File: config.mk
export PLATFORM = sky130hd
export DESIGN_NAME = wb_uart_tx
export DESIGN_NICKNAME = d
export VERILOG_FILES = /design/src/rtl/wb_uart_tx_pkg.sv /design/src/rtl/sync_fifo_byte.sv /design/src/rtl/wb_uart_tx.sv
export SDC_FILE = /design/constraint.sdc
export NUM_CORES = 1
export LEC_CHECK = 0
export BUFFER_PORTS_ARGS = -buffer_cell sky130_fd_sc_hd__buf_2
export CORE_ASPECT_RATIO = 0.9
export CORE_MARGIN = 2
export CORE_UTILIZATION = 38
export DETAILED_ROUTE_END_ITERATION = 8
export GPL_TIMING_DRIVEN = 0
export PLACE_DENSITY = 0.69
export SLEW_MARGIN = 5
export SYNTH_ARGS = -nofsm -noshare
export SYNTH_HDL_FRONTEND = slang
export SYNTH_SLANG_ARGS = --single-unit
File: constraint.sdc
create_clock -name wb_clk_i -period 2.43 [get_ports wb_clk_i]
set_input_delay 0.486 -clock wb_clk_i [delete_from_list [all_inputs] [get_ports wb_clk_i]]
set_output_delay 0.486 -clock wb_clk_i [all_outputs]
set_load 0.005 [all_outputs]
File: src/rtl/wb_uart_tx_pkg.sv
// wb_uart_tx_pkg: register offsets, STATUS bit layout and serializer state encoding,
// shared by the UART transmitter RTL and its bench.
package wb_uart_tx_pkg;
  localparam logic [2:0] ADR_TXDATA  = 3'd0;
  localparam logic [2:0] ADR_STATUS  = 3'd1;
  localparam logic [2:0] ADR_DIVISOR = 3'd2;
  localparam logic [2:0] ADR_IRQ_EN  = 3'd3;
  localparam int ST_EMPTY = 0;
  localparam int ST_FULL  = 1;
  localparam int ST_BUSY  = 2;
  localparam int ST_COUNT = 4;
  typedef enum logic [1:0] {
    S_IDLE  = 2'd0,
    S_START = 2'd1,
    S_DATA  = 2'd2,
    S_STOP  = 2'd3
  } tx_state_e;
endpackage

File: src/rtl/sync_fifo_byte.sv
// sync_fifo_byte: byte FIFO of 2**ADR_WIDTH entries with combinational head data;
// pushes when full and pops when empty are ignored.
module sync_fifo_byte #(
  parameter int ADR_WIDTH = 4
) (
  input  logic                 clk,
  input  logic                 rst_n,
  input  logic                 push,
  input  logic [7:0]           din,
  input  logic                 pop,
  output logic [7:0]           dout,
  output logic                 full,
  output logic                 empty,
  output logic [ADR_WIDTH:0]   count
);
  localparam int DEPTH = 1 << ADR_WIDTH;
  logic [7:0]           mem_q [DEPTH];
  logic [ADR_WIDTH-1:0] wr_q, wr_d, rd_q, rd_d;
  logic [ADR_WIDTH:0]   cnt_q, cnt_d;
  logic                 do_push, do_pop;
  always_comb begin
    full    = cnt_q == (ADR_WIDTH+1)'(DEPTH);
    empty   = cnt_q == '0;
    do_push = push & ~full;
    do_pop  = pop & ~empty;
    wr_d    = wr_q + ADR_WIDTH'(do_push);
    rd_d    = rd_q + ADR_WIDTH'(do_pop);
    cnt_d   = cnt_q + (ADR_WIDTH+1)'(do_push) - (ADR_WIDTH+1)'(do_pop);
    dout    = mem_q[rd_q];
    count   = cnt_q;
  end
  always_ff @(posedge clk or negedge rst_n)
    if (!rst_n) begin
      wr_q  <= '0;
      rd_q  <= '0;
      cnt_q <= '0;
    end else begin
      wr_q  <= wr_d;
      rd_q  <= rd_d;
      cnt_q <= cnt_d;
    end
  always_ff @(posedge clk)
    if (do_push) mem_q[wr_q] <= din;
endmodule

File: src/rtl/wb_uart_tx.sv
// wb_uart_tx: Wishbone classic slave with a byte FIFO feeding an 8N1 serializer;
// bit period is DIVISOR+1 clocks, interrupt flags an empty and idle transmitter.
module wb_uart_tx
  import wb_uart_tx_pkg::*;
#(
  parameter int          FIFO_ADR_WIDTH = 4,
  parameter logic [15:0] RESET_DIVISOR  = 16'd433
) (
  input  logic        wb_clk_i,
  input  logic        wb_rst_n_i,
  input  logic [31:0] wb_dat_i,
  output logic [31:0] wb_dat_o,
  input  logic [23:0] wb_adr_i,
  input  logic [3:0]  wb_sel_i,
  input  logic        wb_we_i,
  input  logic        wb_cyc_i,
  input  logic        wb_stb_i,
  output logic        wb_ack_o,
  output logic        wb_err_o,
  output logic        uart_int_o,
  output logic        uart_tx_o
);
  logic [7:0]              rd_data;
  logic                    full, empty, push, pop;
  logic [FIFO_ADR_WIDTH:0] count;
  logic                    req, wr, tx_wr, bit_end;
  logic [2:0]              adr;
  logic [31:0]             status, rd_mux;
  logic                    ack_q, ack_d, err_q, err_d, irq_q, irq_d, int_q, int_d;
  logic [31:0]             dat_q, dat_d;
  logic [15:0]             div_q, div_d, cnt_q, cnt_d;
  logic [7:0]              sh_q, sh_d;
  logic [2:0]              idx_q, idx_d;
  tx_state_e               state_q, state_d;
  logic                    unused_ok;
  assign unused_ok = ^{wb_dat_i[31:16], wb_adr_i[23:5], wb_adr_i[1:0], wb_sel_i[3:2]};
  sync_fifo_byte #(.ADR_WIDTH(FIFO_ADR_WIDTH)) u_fifo (
    .clk   (wb_clk_i),
    .rst_n (wb_rst_n_i),
    .push  (push),
    .din   (wb_dat_i[7:0]),
    .pop   (pop),
    .dout  (rd_data),
    .full  (full),
    .empty (empty),
    .count (count)
  );
  // A request is only accepted when the previous cycle did not terminate one,
  // so a held strobe after ack/err is never mistaken for a second transfer.
  always_comb begin
    req    = wb_cyc_i & wb_stb_i & ~ack_q & ~err_q;
    adr    = wb_adr_i[4:2];
    wr     = req & wb_we_i;
    tx_wr  = wr & (adr == ADR_TXDATA) & wb_sel_i[0];
    push   = tx_wr & ~full;
    err_d  = req & (adr[2] | (tx_wr & full));
    ack_d  = req & ~err_d;
    status = '0;
    status[ST_EMPTY] = empty;
    status[ST_FULL]  = full;
    status[ST_BUSY]  = state_q != S_IDLE;
    status[ST_COUNT +: FIFO_ADR_WIDTH+1] = count;
    rd_mux = adr == ADR_STATUS  ? status :
             adr == ADR_DIVISOR ? {16'd0, div_q} :
             adr == ADR_IRQ_EN  ? {31'd0, irq_q} : '0;
    dat_d  = (ack_d & ~wb_we_i) ? rd_mux : '0;
    div_d  = (wr & (adr == ADR_DIVISOR)) ?
             {wb_sel_i[1] ? wb_dat_i[15:8] : div_q[15:8], wb_sel_i[0] ? wb_dat_i[7:0] : div_q[7:0]} : div_q;
    irq_d  = (wr & (adr == ADR_IRQ_EN) & wb_sel_i[0]) ? wb_dat_i[0] : irq_q;
    int_d  = irq_q & empty & (state_q == S_IDLE);
  end
  // The bit counter reloads from DIVISOR at every bit boundary (and continuously
  // in IDLE), so a DIVISOR write only affects the bit that starts after it.
  always_comb begin
    state_d = state_q;
    sh_d    = sh_q;
    idx_d   = idx_q;
    pop     = 1'b0;
    bit_end = cnt_q == 16'd0;
    cnt_d   = (bit_end || state_q == S_IDLE) ? div_q : cnt_q - 16'd1;
    case (state_q)
      S_IDLE:
        if (!empty) begin
          pop     = 1'b1;
          sh_d    = rd_data;
          state_d = S_START;
        end
      S_START:
        if (bit_end) begin
          idx_d   = 3'd0;
          state_d = S_DATA;
        end
      S_DATA:
        if (bit_end) begin
          sh_d    = sh_q >> 1;
          idx_d   = idx_q + 3'd1;
          state_d = idx_q == 3'd7 ? S_STOP : S_DATA;
        end
      S_STOP:
        if (bit_end) begin
          pop     = ~empty;
          sh_d    = empty ? sh_q : rd_data;
          state_d = empty ? S_IDLE : S_START;
        end
      default: state_d = S_IDLE;
    endcase
  end
  always_ff @(posedge wb_clk_i or negedge wb_rst_n_i)
    if (!wb_rst_n_i) begin
      ack_q   <= 1'b0;
      err_q   <= 1'b0;
      dat_q   <= '0;
      div_q   <= RESET_DIVISOR;
      irq_q   <= 1'b0;
      int_q   <= 1'b0;
      state_q <= S_IDLE;
      cnt_q   <= '0;
      sh_q    <= '0;
      idx_q   <= '0;
    end else begin
      ack_q   <= ack_d;
      err_q   <= err_d;
      dat_q   <= dat_d;
      div_q   <= div_d;
      irq_q   <= irq_d;
      int_q   <= int_d;
      state_q <= state_d;
      cnt_q   <= cnt_d;
      sh_q    <= sh_d;
      idx_q   <= idx_d;
    end
  assign wb_ack_o   = ack_q;
  assign wb_err_o   = err_q;
  assign wb_dat_o   = dat_q;
  assign uart_int_o = int_q;
  assign uart_tx_o  = state_q == S_START ? 1'b0 : state_q == S_DATA ? sh_q[0] : 1'b1;
endmodule

==> metrics, run 1 <==
status=finished with violations; failing checks=negative setup slack; Slew Limit Fails=0; CTS tree=done; met3 usage in global routing=0.0243; Site Rows=52; post-synth top area share=0.437; CTS root buf=clkbuf_16; layout net count=between 700 and 800; relative slew slack=0.481; Die ar.=~0.024 mm^2; most used routing layer=met2; flops & latches, synth=206; first-pass GRT wire length=29.1 mm; Data arrival, critical path=2.96 ns; Area growth syn-to-layout=22.2%; PortBufs=45; Worst Tran Pin Value=about 0.77 ns; WL/cell=about 19 um; Worst-Skew Late Latency=just under 0.5 ns; distinct cell type count after synthesis=62; detailed-route DRC error count=0; via density per instance=5.20; Die H=~150 um; share of layout cells above drive strength 1=0.381; RSZ-0062 raised after global routing=true; setup violators final=3; TritonCTS Buffers=21; fin crit period=~2.5 ns; clk_skew=0.00880 ns; yosys warns=0; Final Cycle Share=1.05; Hold Crit Class=input pin to register; Total GRT Usage=0.153; worst path required time=between 2 and 3 ns; drt first-iter violations=461; Syn Inst Count=556; Post-synth EDFFs=between 100 and 150; LEAKAGE=a little over 4 nW; drt total wl=approximately 19 mm; largest net degree at the start of global routing=53; max_cap viols=0; initial antenna violation count=0; met1 Track Usage GR=0.209; fraction of registers with async set or reset after synthesis=0.379; H-tree depth=1; Peak Freq=slightly below 0.4 GHz; via count=between 5000 and 6000; most numerous cell in the Yosys netlist=edfxtp_1; ant diodes=0; CTS Buffer Depth=3; Setup CP Type=register to register; Primary FF master, synth=edfxtp_1; Initial Utilization=0.389; HPWL Detailed=roughly 12 mm; Critical Path Sink Type=register; Finished Core Util=0.475; PnR worst setup slack=-0.112 ns; sequential fraction of the synthesis area=0.659; Max FO, Critical Path=2; maximum vdd ir drop=a little over 500 uV; global route overflow=0; mapped cell area=0.00880 mm^2; cells taking the most area after synthesis=edfxtp_1 (44%), dfrtp_1 (21%), mux4_2 (8.2%); Die W=164 um; cell accounting for the most synthesized area=edfxtp_1; core region area=around 0.023 mm^2; total power divided by cell area=around 1100 mW/mm^2; Post-synth top cells=edfxtp_1 (128), dfrtp_1 (73), nor2_1 (43), mux4_2 (32), a21oi_1 (24); clock slew at reported path FFs=0.07 ns; vias in the first global route=5239; Tot Pwr=11.4 mW; syn avg cell area=around 16 um^2; gpl congestion=0.810; met2 usage in global routing=0.257; 1st-pass router iterations=5; Setup crit start kind=register; Ports=between 100 and 150; Final Hold Vio Count=0; clk sinks=206; Routed Antenna Nets=0
registers in the layout, indices dropped and copies added (netlist names), 4 cells and up:
signal / count
u_fifo.rd_q: 4
wb_dat_o: 16
sh_q: 8
div_q: 16
u_fifo.mem_q: 128
cnt_q: 16
u_fifo.wr_q: 4
u_fifo.count: 5
worst max-delay path: stages (launching register included):
cell and delay [ns]:
dfrtp_1 0.39, inv_2 0.08, ha_4 0.12, nor4b_4 0.20, and4_4 0.28, a21oi_4 0.05, nor3_2 0.10, buf_4 0.16
ha_4 0.13, inv_2 0.04, ha_4 0.15, fa_2 0.36, a21oi_2 0.13, nor2_1 0.05, nor2_1 0.11, xnor2_1 0.12
cell families (layout without fill, tap and decap cells):
logic type                 after synthesis  count (layout)  share of synthesized area
and+or+nand+nor                        127             127                     0.0865
xor gates and xnor gates                19              19                     0.0189
AOI/OAI and AO/OA                       70              70                     0.0540
buffers and inverters                   56             175                     0.0371
muxes                                   56              56                      0.113
DFF                                    206             206                      0.659
other                                    1              16                   0.000426
adders and majority gates               21              21                     0.0307
what timing repair did:
item	CTS	global route
endpoints found under the hold margin	26	0
pin swaps	18	18
setup endpoints to repair	134	44
setup buffers	29	9
hold buffers	1	0
gates resized for setup	51	13
through the flow:
stage	setup TNS [ns]	hold WS (ns)	std cells	setup slack (ns)	instance area [um^2]
2_1_floorplan	-0.0804	0.190	571	-0.0804	8870
3_3_place_gp	-39.94	0.488	913	-0.593	9470
3_5_place_dp	-52.35	0.429	914	-0.791	9500
4_1_cts	-0.756	0.218	981	-0.178	10600
5_1_grt	-0.587	0.223	987	-0.249	10700
6_report	-0.199	0.226	987	-0.112	10700
final cells by class:
class                   count  area [um^2]
fillers                  1933        11900
flip-flops and latches    206         5800
multi-input cells         309         3030
clock buffers              27          578
repair buffers             82          569
well taps                 297          372
plain buffers              40          270
clock inverters            11         68.8
inverters                  15         56.3
metal layers:
| metal | up-vias | share of wire |
|---|---|---|
| li1 | 2313 | - |
| met1 | 2633 | 0.41 |
| met2 | 161 | 0.51 |
| met3 | 30 | 0.059 |
| met4 | 0 | 0.018 |
| met5 | - | 0 |
placed cells by master (no fill, tap or decap), types with 4 or more instances in the layout:
cell       synthesis  routed
nand2_1           13      13
clkbuf_16          0      21
clkbuf_1           9      10
conb_1             1      16
buf_4             17      49
nor2_1            43      31
clkinv_2           0       7
inv_1             15      11
buf_2              8      52
xor2_1            11      11
nor2b_1            6       6
buf_6              4       5
mux4_2            32      32
ha_1              20      14
nor2_4             0      12
and2_1            12      12
nand4b_1           4       4
xnor2_1            8       8
ha_4               0       6
nand3_1           13      13
dfrtp_1           73      72
o22a_1             7       7
mux2_2            22      22
dfstp_2            5       5
inv_2              0       4
a22oi_1           22      22
nor3_4             1       6
a21oi_1           24      21
edfxtp_1         128     128
power by group:
group | internal [mW] | switching, mW
Sequential | 4.12 | 0.427
Combinational | 1.92 | 1.96
Clock | 1.69 | 1.32
path summary, 6_finish.rpt:
path | slack (ns) | endpoint | startpoint | depth (start not counted)
min in group asynchronous | 0.46 | wb_dat_o[12]$_DFF_PN0_ | wb_rst_n_i | 2
worst min register to register | 0.50 | idx_q[1]$_DFFE_PN0P_ | idx_q[1]$_DFFE_PN0P_ | 1
worst max-delay path | -0.11 | u_fifo.count[4]$_DFF_PN0_ | cnt_q[1]$_DFF_PN0_ | 15
max in group asynchronous | 1.33 | div_q[4]$_DFFE_PN1P_ | wb_rst_n_i | 3
worst min-delay path | 0.23 | div_q[15]$_DFFE_PN0P_ | wb_dat_i[15] | 2
worst max register to register | -0.11 | u_fifo.count[4]$_DFF_PN0_ | cnt_q[1]$_DFF_PN0_ | 15
No activity file was read; power rests on OpenSTA's default activity.
==> run 2, diff against run 1 <==
--- a/config.mk
+++ b/config.mk
@@ -5,13 +5,13 @@
 export SDC_FILE = /design/constraint.sdc
 export NUM_CORES = 1
 export LEC_CHECK = 0
-export BUFFER_PORTS_ARGS = -buffer_cell sky130_fd_sc_hd__buf_2
 export CORE_ASPECT_RATIO = 0.9
 export CORE_MARGIN = 2
 export CORE_UTILIZATION = 38
 export DETAILED_ROUTE_END_ITERATION = 8
+export DONT_BUFFER_PORTS = 1
 export GPL_TIMING_DRIVEN = 0
-export PLACE_DENSITY = 0.69
+export PLACE_DENSITY = 0.65
 export SLEW_MARGIN = 5
 export SYNTH_ARGS = -nofsm -noshare
 export SYNTH_HDL_FRONTEND = slang
==> run 2 against run 1 <==
Non-clock buffer count fell by 49. Final area shrank 2.2%. Register-to-register slack lost 0.04 ns. Fmax is 1.5% lower. Wire length shrank 2.8%. Clock-buffer cell count increased by 3. First-iteration DRC count down 38%. Critical path depth shrank 1. The run still ends with negative setup slack left. Sequential power about the same. Highest routed layer unchanged. Combinational power is 5.9% lower.
==> metrics, run 2 (same netlist as run 1, synthesis figures left out) <==
CTS tree=done; via density per instance=about 5.2; Ports=101; relative slew slack=0.503; Slew Limit Fails=0; Data arrival, critical path=roughly 3.0 ns; core region area=0.0226 mm^2; reg-to-reg endpoint=u_fifo.count[2]$_DFF_PN0_; Area growth syn-to-layout=19.5%; most common cell after layout, fill and taps aside=edfxtp_1; Max FO, Critical Path=2; global route overflow=0; 1st-pass router iterations=4; HPWL Detailed=12.0 mm; hold endpoint=wb_ack_o$_DFF_PN0_; drt first-iter violations=288; setup violators final=2; drt total wl=between 15 and 20 mm; RSZ-0062 raised after global routing=true; Die W=between 150 and 200 um; fin cells=about 940; Die H=around 150 um; LEAKAGE=between 3 and 4 nW; Setup crit start kind=register; Die ar.=0.0244 mm^2; Worst-Skew Late Latency=approximately 0.50 ns; worst r2r path cells=14; PnR worst setup slack=-0.152 ns; Initial Utilization=0.389; most frequent cells in the layout=edfxtp_1 (128), dfrtp_1 (71), buf_4 (46), mux4_2 (32), nor2_1 (31); maximum vdd ir drop=650 uV; largest net degree at the start of global routing=79; status=finished with violations; WL/cell=between 15 and 20 um; Setup CP Type=register to register; Placed Area=0.00924 mm^2; Final Hold Vio Count=0; fin crit period=2.58 ns; r2r startpoint=cnt_q[0]$_DFF_PN0_; Reg2Reg Setup Slack=-0.15 ns; design area=0.0105 mm^2; Fill cells=slightly below 2000; Critical Path Sink Type=register; total power divided by cell area=approximately 1100 mW/mm^2; TritonCTS Buffers=23; Total GRT Usage=0.151; layout net count=714; CTS root buf=clkbuf_16; PortBufs=0; hold_sp=wb_adr_i[4]; Site Rows=52; first-pass GRT wire length=a little under 30 mm; detailed-route DRC error count=0; clk sinks=slightly above 200; initial antenna violation count=0; Worst Tran Pin Value=about 0.74 ns; Routed Antenna Nets=0; H-tree depth=1; failing checks=negative setup slack; Final Cycle Share=1.06; CTS Buffer Depth=3; clock slew at reported path FFs=0.06 ns; Largest register FFs=128; Hold Path Stages=1; share of layout cells above drive strength 1=0.329; max_cap viols=0; Hold Crit Class=input pin to register; clk_skew=0.00706 ns; Top reg by flops=u_fifo.mem_q; vias in the first global route=between 5000 and 6000; ant diodes=0; Tot Pwr=11.6 mW; Placement Setup Slack=-0.726 ns; Post-Place Cells=a little under 900; gpl congestion=between 0.7 and 0.8; via count=roughly 4900; worst path required time=2.81 ns; Peak Freq=slightly below 0.4 GHz
## run 2: layer usage
metal | vias to the layer above | GRT usage | share of wire | wire length (um)
li1 | 2218 | - | - | -
met1 | 2538 | 0.201 | 0.42 | 7630
met2 | 113 | 0.260 | 0.51 | 9190
met3 | 29 | 0.0229 | 0.051 | 926
met4 | 0 | 0.0439 | 0.020 | 364
met5 | - | 0 | 0 | 0
## run 2: critical path, stage by stage, from the launching register on
cell	delay (ns)
dfrtp_1	0.39
inv_2	0.08
ha_4	0.12
nor4b_4	0.20
and4_4	0.27
a21oi_2	0.06
nor3_2	0.10
buf_4	0.16
ha_4	0.13
inv_2	0.03
ha_4	0.15
fa_2	0.36
buf_4	0.14
buf_4	0.12
xor2_1	0.15
## run 2: area by class of cell
class / instances / area [um^2] / share of cell area
flip-flops and latches: 206 / 5800 / 0.552
multi-input cells: 309 / 2970 / 0.282
clock buffers: 30 / 612 / 0.0582
well taps: 297 / 372 / 0.0353
repair buffers: 33 / 295 / 0.0281
plain buffers: 40 / 268 / 0.0255
clock inverters: 12 / 140 / 0.0133
inverters: 15 / 56.3 / 0.00536
## run 2: worst max-delay path by stage
stage                               from                      endpoint  slack, ns  depth (start not counted)
6_report              cnt_q[0]$_DFF_PN0_     u_fifo.count[2]$_DFF_PN0_      -0.15                         14
5_1_grt        u_fifo.count[3]$_DFF_PN0_     u_fifo.count[4]$_DFF_PN0_      -0.25                         14
4_1_cts               cnt_q[0]$_DFF_PN0_     u_fifo.count[4]$_DFF_PN0_      -0.22                         15
3_5_place_dp   u_fifo.count[3]$_DFF_PN0_  u_fifo.mem_q[2][3]$_DFFE_PP_      -0.73                          6
3_3_place_gp   u_fifo.count[3]$_DFF_PN0_  u_fifo.mem_q[2][7]$_DFFE_PP_      -0.56                          6
2_1_floorplan        cnt_q[10]$_DFF_PN0_     u_fifo.count[4]$_DFF_PN0_      -0.08                         12
## run 2: report_power, final
group	leakage [nW]	internal (mW)	switching [mW]
clock	0.372	2.10	1.34
combinational	1.40	1.81	1.84
sequential	2.13	4.12	0.409
total	3.90	8.03	3.60
## run 2: per-stage QoR
step / TNS, ns / hold WS, ns / utilization
2_1_floorplan: -0.0804 / 0.190 / -
6_report: -0.273 / 0.0524 / 0.464
3_5_place_dp: -43.71 / 0.192 / 0.408
4_1_cts: -3.00 / 0.0440 / 0.460
3_3_place_gp: -39.41 / 0.192 / 0.408
5_1_grt: -0.583 / 0.0437 / 0.464
## run 2: what timing repair did
action / in CTS / in global routing
endpoints found under the hold margin: 78 / 0
hold buffers: 2 / 0
buffers inserted: 23 / 8
resized for setup: 44 / 8
endpoints found under the setup margin: 135 / 58
pin swaps: 20 / 8
